**config.mk**
```make
export PLATFORM = sky130hd
export DESIGN_NAME = fetch_stage
export DESIGN_NICKNAME = d
export VERILOG_FILES = /design/src/rtl/fetch_pkg.sv /design/src/rtl/if_id_reg.sv /design/src/rtl/fetch_stage.sv
export SDC_FILE = /design/constraint.sdc
export NUM_CORES = 1
export LEC_CHECK = 0
export BUFFER_PORTS_ARGS = -buffer_cell sky130_fd_sc_hd__clkbuf_2
export CORE_AREA = 4 4 80 82
export CTS_CLUSTER_SIZE = 28
export DETAILED_ROUTE_END_ITERATION = 8
export DIE_AREA = 0 0 84 86
export GPL_TIMING_DRIVEN = 0
export PLACE_DENSITY = 0.81
export SKIP_CTS_REPAIR_TIMING = 1
export SYNTH_ARGS = -nofsm -noshare
export SYNTH_HDL_FRONTEND = slang
export SYNTH_SLANG_ARGS = --single-unit
```
**constraint.sdc**
```tcl
create_clock -name clk -period 1.66 [get_ports clk]
set_input_delay 0.083 -clock clk [delete_from_list [all_inputs] [get_ports clk]]
set_output_delay 0.083 -clock clk [all_outputs]
set_load 0.05 [all_outputs]
```
**src/rtl/fetch_pkg.sv**
```systemverilog
`default_nettype none
// ============================================================================
// Module  : fetch_pkg
// Brief   : Shared fetch-stage types: FSM states and HALT opcode decode.
// Rev     : 1.0
// ============================================================================
package fetch_pkg;

  typedef enum logic [0:0] {
    RUN    = 1'b0,
    HALTED = 1'b1
  } fetch_state_t;

  localparam logic [5:0] c_halt_opcode = 6'b111111;
  localparam int         c_opcode_msb  = 31;
  localparam int         c_opcode_lsb  = 26;

endpackage
`default_nettype wire

```
**src/rtl/if_id_reg.sv**
```systemverilog
`default_nettype none
// ============================================================================
// Module  : if_id_reg
// Brief   : IF/ID pipeline register; priority flush > hold > load.
// Rev     : 1.0
// ============================================================================
module if_id_reg #(
  parameter int DATA_WIDTH = 32,
  parameter int ADDR_WIDTH = 11
) (
  input  logic                  clk,
  input  logic                  rst_n,
  input  logic                  flush,
  input  logic                  hold,
  input  logic                  load,
  input  logic [DATA_WIDTH-1:0] instr_d,
  input  logic [ADDR_WIDTH-1:0] pc_plus1_d,
  output logic [DATA_WIDTH-1:0] instr,
  output logic [ADDR_WIDTH-1:0] pc_plus1,
  output logic                  valid
);

  logic [DATA_WIDTH-1:0] r_instr;
  logic [ADDR_WIDTH-1:0] r_pc_plus1;
  logic                  r_valid;

  // A flush leaves pc_plus1 untouched; it is meaningless without valid.
  always_ff @(posedge clk or negedge rst_n) begin
    if (!rst_n) begin
      r_instr    <= '0;
      r_pc_plus1 <= '0;
      r_valid    <= 1'b0;
    end else if (flush) begin
      r_instr <= '0;
      r_valid <= 1'b0;
    end else if (!hold && load) begin
      r_instr    <= instr_d;
      r_pc_plus1 <= pc_plus1_d;
      r_valid    <= 1'b1;
    end
  end

  assign instr    = r_instr;
  assign pc_plus1 = r_pc_plus1;
  assign valid    = r_valid;

endmodule
`default_nettype wire

```
**src/rtl/fetch_stage.sv**
```systemverilog
`default_nettype none
// ============================================================================
// Module  : fetch_stage
// Brief   : Instruction fetch: PC, next-PC mux, RUN/HALTED FSM, IF/ID register.
// Rev     : 1.0
// ============================================================================
module fetch_stage
  import fetch_pkg::*;
#(
  parameter int DATA_WIDTH = 32,
  parameter int ADDR_WIDTH = 11
) (
  input  logic                  clk,
  input  logic                  rst_n,
  input  logic                  stall,
  input  logic                  branch_taken,
  input  logic [ADDR_WIDTH-1:0] branch_target,
  input  logic                  jump,
  input  logic [ADDR_WIDTH-1:0] jump_target,
  output logic [ADDR_WIDTH-1:0] rom_addr,
  input  logic [DATA_WIDTH-1:0] rom_data,
  output logic [DATA_WIDTH-1:0] if_id_instr,
  output logic [ADDR_WIDTH-1:0] if_id_pc_plus1,
  output logic                  if_id_valid,
  output logic                  halted
);

  fetch_state_t          r_state;
  fetch_state_t          w_state_next;
  logic                  r_halted;
  logic [ADDR_WIDTH-1:0] r_pc;
  logic [ADDR_WIDTH-1:0] w_pc_next;
  logic [ADDR_WIDTH-1:0] w_pc_plus1;
  logic [ADDR_WIDTH-1:0] w_target;
  logic                  w_redirect;
  logic                  w_is_halt;
  logic                  w_flush;
  logic                  w_hold;
  logic                  w_load;

  assign w_redirect = branch_taken | jump;
  assign w_target   = branch_taken ? branch_target : jump_target;
  assign w_pc_plus1 = r_pc + ADDR_WIDTH'(1);
  assign w_is_halt  = (rom_data[c_opcode_msb:c_opcode_lsb] == c_halt_opcode);

  always_ff @(posedge clk or negedge rst_n) begin
    if (!rst_n) begin
      r_state  <= RUN;
      r_halted <= 1'b0;
      r_pc     <= '0;
    end else begin
      r_state  <= w_state_next;
      r_halted <= (w_state_next == HALTED);
      r_pc     <= w_pc_next;
    end
  end

  // HALTED is entered only on the edge that actually latches the HALT word.
  always_comb begin
    w_state_next = r_state;
    unique case (r_state)
      RUN:     if (!w_redirect && !stall && w_is_halt) w_state_next = HALTED;
      HALTED:  if (w_redirect) w_state_next = RUN;
      default: w_state_next = RUN;
    endcase
  end

  always_comb begin
    w_pc_next = r_pc;
    w_flush   = 1'b0;
    w_hold    = 1'b0;
    w_load    = 1'b0;
    if (w_redirect) begin
      w_pc_next = w_target;
      w_flush   = 1'b1;
    end else if (r_state == HALTED) begin
      w_flush   = 1'b1;
    end else if (stall) begin
      w_hold    = 1'b1;
    end else begin
      w_pc_next = w_pc_plus1;
      w_load    = 1'b1;
    end
  end

  if_id_reg #(
    .DATA_WIDTH (DATA_WIDTH),
    .ADDR_WIDTH (ADDR_WIDTH)
  ) u_if_id_reg (
    .clk        (clk),
    .rst_n      (rst_n),
    .flush      (w_flush),
    .hold       (w_hold),
    .load       (w_load),
    .instr_d    (rom_data),
    .pc_plus1_d (w_pc_plus1),
    .instr      (if_id_instr),
    .pc_plus1   (if_id_pc_plus1),
    .valid      (if_id_valid)
  );

  assign rom_addr = r_pc;
  assign halted   = r_halted;

endmodule
`default_nettype wire
```
==> results by group <==
Layout
  • Area growth syn-to-layout: 39.23%
  • Layout Cell Area excl Fill: between 3000 and 4000 um2
  • Diode count: 0
  • Filler cells: 515
  • Final net count: 412
  • Layout cells sized above 1: 42.78%

Drt
  • Total number of vias: 2,231
  • DRT Wirelength: 6.837 mm
  • Via density: 5.213
  • Routed Antenna Nets: 0
  • DR pass1 iterations: 4
  • Iter 0 DRT Violations: about 140
  • DRC violation count after routing: 0
  • Avg WL per Cell: 15.97 um

Timing
  • Fmax achieved: 646.8 MHz
  • Slew headroom: a little over half
  • Post-layout min period: 1.546 ns
  • Slew Limit Fails: 0
  • Hold slack: -0.01389 ns
  • Final setup viols: 0
  • Final worst path period share: 93.14%
  • Clock Skew: 0.01194 ns
  • Final hold violations: 1
  • RSZ-0062 raised after global routing: no
  • Worst slew pin tran: 0.7068 ns

Global route
  • Wire length of the first global-routing pass: 10.72 mm
  • Vias in the first global route: 2,194
  • Initial antenna violation count: 0
  • Gr usage total: 18.26%
  • Largest net degree at the start of global routing: 57
  • Grt ovf: 0

Clock tree
  • Clock Pin Slew Worst Setup and Hold Paths: 0.10 ns
  • Root buffer cell: clkbuf_8
  • H-tree Lvls: 2
  • Worst-Skew Late Latency: 0.30 ns
  • Clk sink count: 56
  • Num CTS Buffers: 5
  • CTS tree: built
  • Bufs on Longest Clock Path: 2

Logic synthesis
  • Synth Cell Area: roughly 2500 um2
  • Avg Synthesized Cell Area: 11.38 um2
  • EDFF count, synth: 0
  • Yosys cell types: 42
  • Sequential share of the synthesized area: 56.77%
  • YS warnings: 0
  • Net Count, Synth: approximately 280
  • Fraction of registers with async set/reset: 100.0%
  • Number of synthesized register bits: 56
  • Mapped Cells: 217
  • Ys flop type: dfrtp_1

Floorplanning
  • Die area: around 7200 um2
  • Die W: 84 um
  • Initial core utilization: 42.97%
  • Rows: 28
  • Die height: 86 um
  • # IOs: 115
  • Std-Cell Core Area: 5746 um2

Power
  • Clock power frac: 26.0%
  • Leakage: 0.001713 uW
  • Worst vdd ir: ~640 uV
  • Seq pwr share: between 40% and 50%
  • Pint: 2223 uW
  • Power share of the combinational group: between 20% and 30%
  • Sw frac: 35.70%
  • P_sw: 1234 uW
  • Power Dens Cells: 1006 nW/um2

Critical path
  • CP required: 1.85 ns
  • Max FO, Critical Path: 5
  • WP data arrival: 1.73 ns
  • Crit Path Class: reg2reg
  • Max incr delay on CP: 0.45 ns
  • Worst-case reg-to-reg path depth: 5
  • Crit-path slowest cell: dfrtp_2
  • Crit path cell chain: or2_1 > buf_2 > o31a_1 > o31ai_1 > o21ai_1
  • Setup crit start kind: register
  • Crit end category: register

Placement
  • # port buffers: 114
  • DPL Wire Length: 4.932 mm
  • Post-DP Area: 3144 um2
  • RD Place Congestion: 0.8553

Run status
  • Failing checks: hold timing
  • Status: complete, but fails checks

Worst hold path
  • Worst min-delay path category: in2reg
  • WHS Path Cells: 3

Flow run
  • Max_cap viols: 0
-- synth_stat cells, types with 2 or more instances --
| cell type | n | area share, % |
|---|---|---|
| dfrtp_1 | 56 | 57 |
| a22o_1 | 32 | 11 |
| nor2_1 | 18 | 2.7 |
| xnor2_1 | 13 | 4.6 |
| a21oi_1 | 12 | 2.4 |
| nand2_1 | 10 | 1.5 |
| buf_2 | 9 | 1.8 |
| o21ai_0 | 9 | 1.8 |
| nor3_1 | 6 | 1.2 |
| o22ai_1 | 4 | 1.0 |
| a22oi_1 | 3 | 0.91 |
| clkbuf_1 | 3 | 0.46 |
| nand2b_1 | 3 | 0.76 |
| o2bb2ai_1 | 3 | 1.1 |
| inv_1 | 2 | 0.30 |
| mux2_2 | 2 | 0.91 |
| mux2i_1 | 2 | 0.81 |
| nand3_1 | 2 | 0.41 |
| nand4_1 | 2 | 0.51 |
| nor2b_1 | 2 | 0.51 |
| nor4_1 | 2 | 0.51 |
| o31ai_1 | 2 | 0.61 |
-- worst paths after layout --
path / from / to / slack [ns]
worst max-delay path: halted / rom_addr[5] / 0.11
worst min-delay path: branch_target[5] / rom_addr[5] / -0.01
worst max register to register: halted / rom_addr[5] / 0.11
worst min register to register: u_if_id_reg.instr[22] / u_if_id_reg.instr[22] / 0.50
max in group asynchronous: rst_n / rom_addr[2] / 0.77
min in group asynchronous: rst_n / u_if_id_reg.instr[8] / 0.38
-- power groups by stage --
stage	Combinational, uW	Clock [uW]	Sequential [uW]
3_3_place_gp	931	0	1600
5_1_grt	1050	973	1600
3_5_place_dp	944	0	1600
2_1_floorplan	253	0	1990
4_1_cts	948	916	1570
6_report	980	900	1580
-- stage by stage --
| stage | TNS (ns) | power [uW] | std cells | setup WS (ns) | utilization (%) |
|---|---|---|---|---|---|
| detailed placement | 0 | 2546 | 406 | 0.01647 | 54.73 |
| finish | 0 | 3458 | 428 | 0.1139 | 59.82 |
| CTS | -0.01541 | 3437 | 414 | -0.008449 | 56.66 |
| floorplan | -0.008684 | 2246 | 217 | -0.008684 | - |
| global route | 0 | 3618 | 428 | 0.02511 | 59.82 |
| global placement | 0 | 2527 | 406 | 0.04280 | 54.73 |
-- registers in the layout (all words and copies together) (netlist names) --
| signal | cells |
|---|---|
| u_if_id_reg.instr | 32 |
| rom_addr | 11 |
| u_if_id_reg.pc_plus1 | 11 |
| halted | 1 |
| u_if_id_reg.valid | 1 |
-- cells in the final DEF, fill, tap and decap left out, drive strengths merged, types with 2 or more instances in the layout --
cell type	n
nand4	2
nand2	10
a21oi	12
buf	13
mux2	2
o21ai	10
a22o	32
o22ai	4
clkbuf	123
nor4	3
nand3	2
dfrtp	56
nor2b	2
dlygate4sd3	13
nor3	7
mux2i	2
o2bb2ai	3
inv	3
o31ai	2
or2	2
nor2	19
nand2b	3
xnor2	13
a22oi	3
-- routing by layer --
metal,track usage [%],vias up,part of all wire (%)
li1,-,1066,-
met1,25.15,1096,44
met2,30.22,65,50
met3,3.650,4,5.1
met4,3.801,0,0.69
met5,0,-,0
-- kinds of logic after synthesis --
family	after synthesis	synth area share [%]
flip-flops	56	56.77
AO/OA/AOI/OAI	72	21.29
AND/OR/NAND/NOR	53	11.35
XOR/XNOR	14	4.967
adder cells (fa/ha/maj)	1	0.5068
buffers and inverters	17	3.395
multiplexers	4	1.723
-- cell type report --
| class | instances | area, um2 | share of cell area [%] |
|---|---|---|---|
| inverters | 2 | 7.507 | 0.2184 |
| clock inverters | 2 | 38.79 | 1.129 |
| flip-flops and latches | 56 | 1408 | 40.95 |
| well taps | 75 | 93.84 | 2.730 |
| multi-input cells | 144 | 1030 | 29.96 |
| repair buffers | 128 | 710.7 | 20.68 |
| clock buffers | 6 | 72.57 | 2.111 |
| plain buffers | 15 | 76.32 | 2.221 |
-- worst max-delay path, delay by kind of cell (launching register included) --
| family | cells | cell delay, ns |
|---|---|---|
| DFF | 1 | 0.45 |
| buffers and inverters | 1 | 0.15 |
| and+or+nand+nor | 1 | 0.22 |
| AOI/OAI and AO/OA | 3 | 0.62 |
No activity file was read; power rests on OpenSTA's default activity.
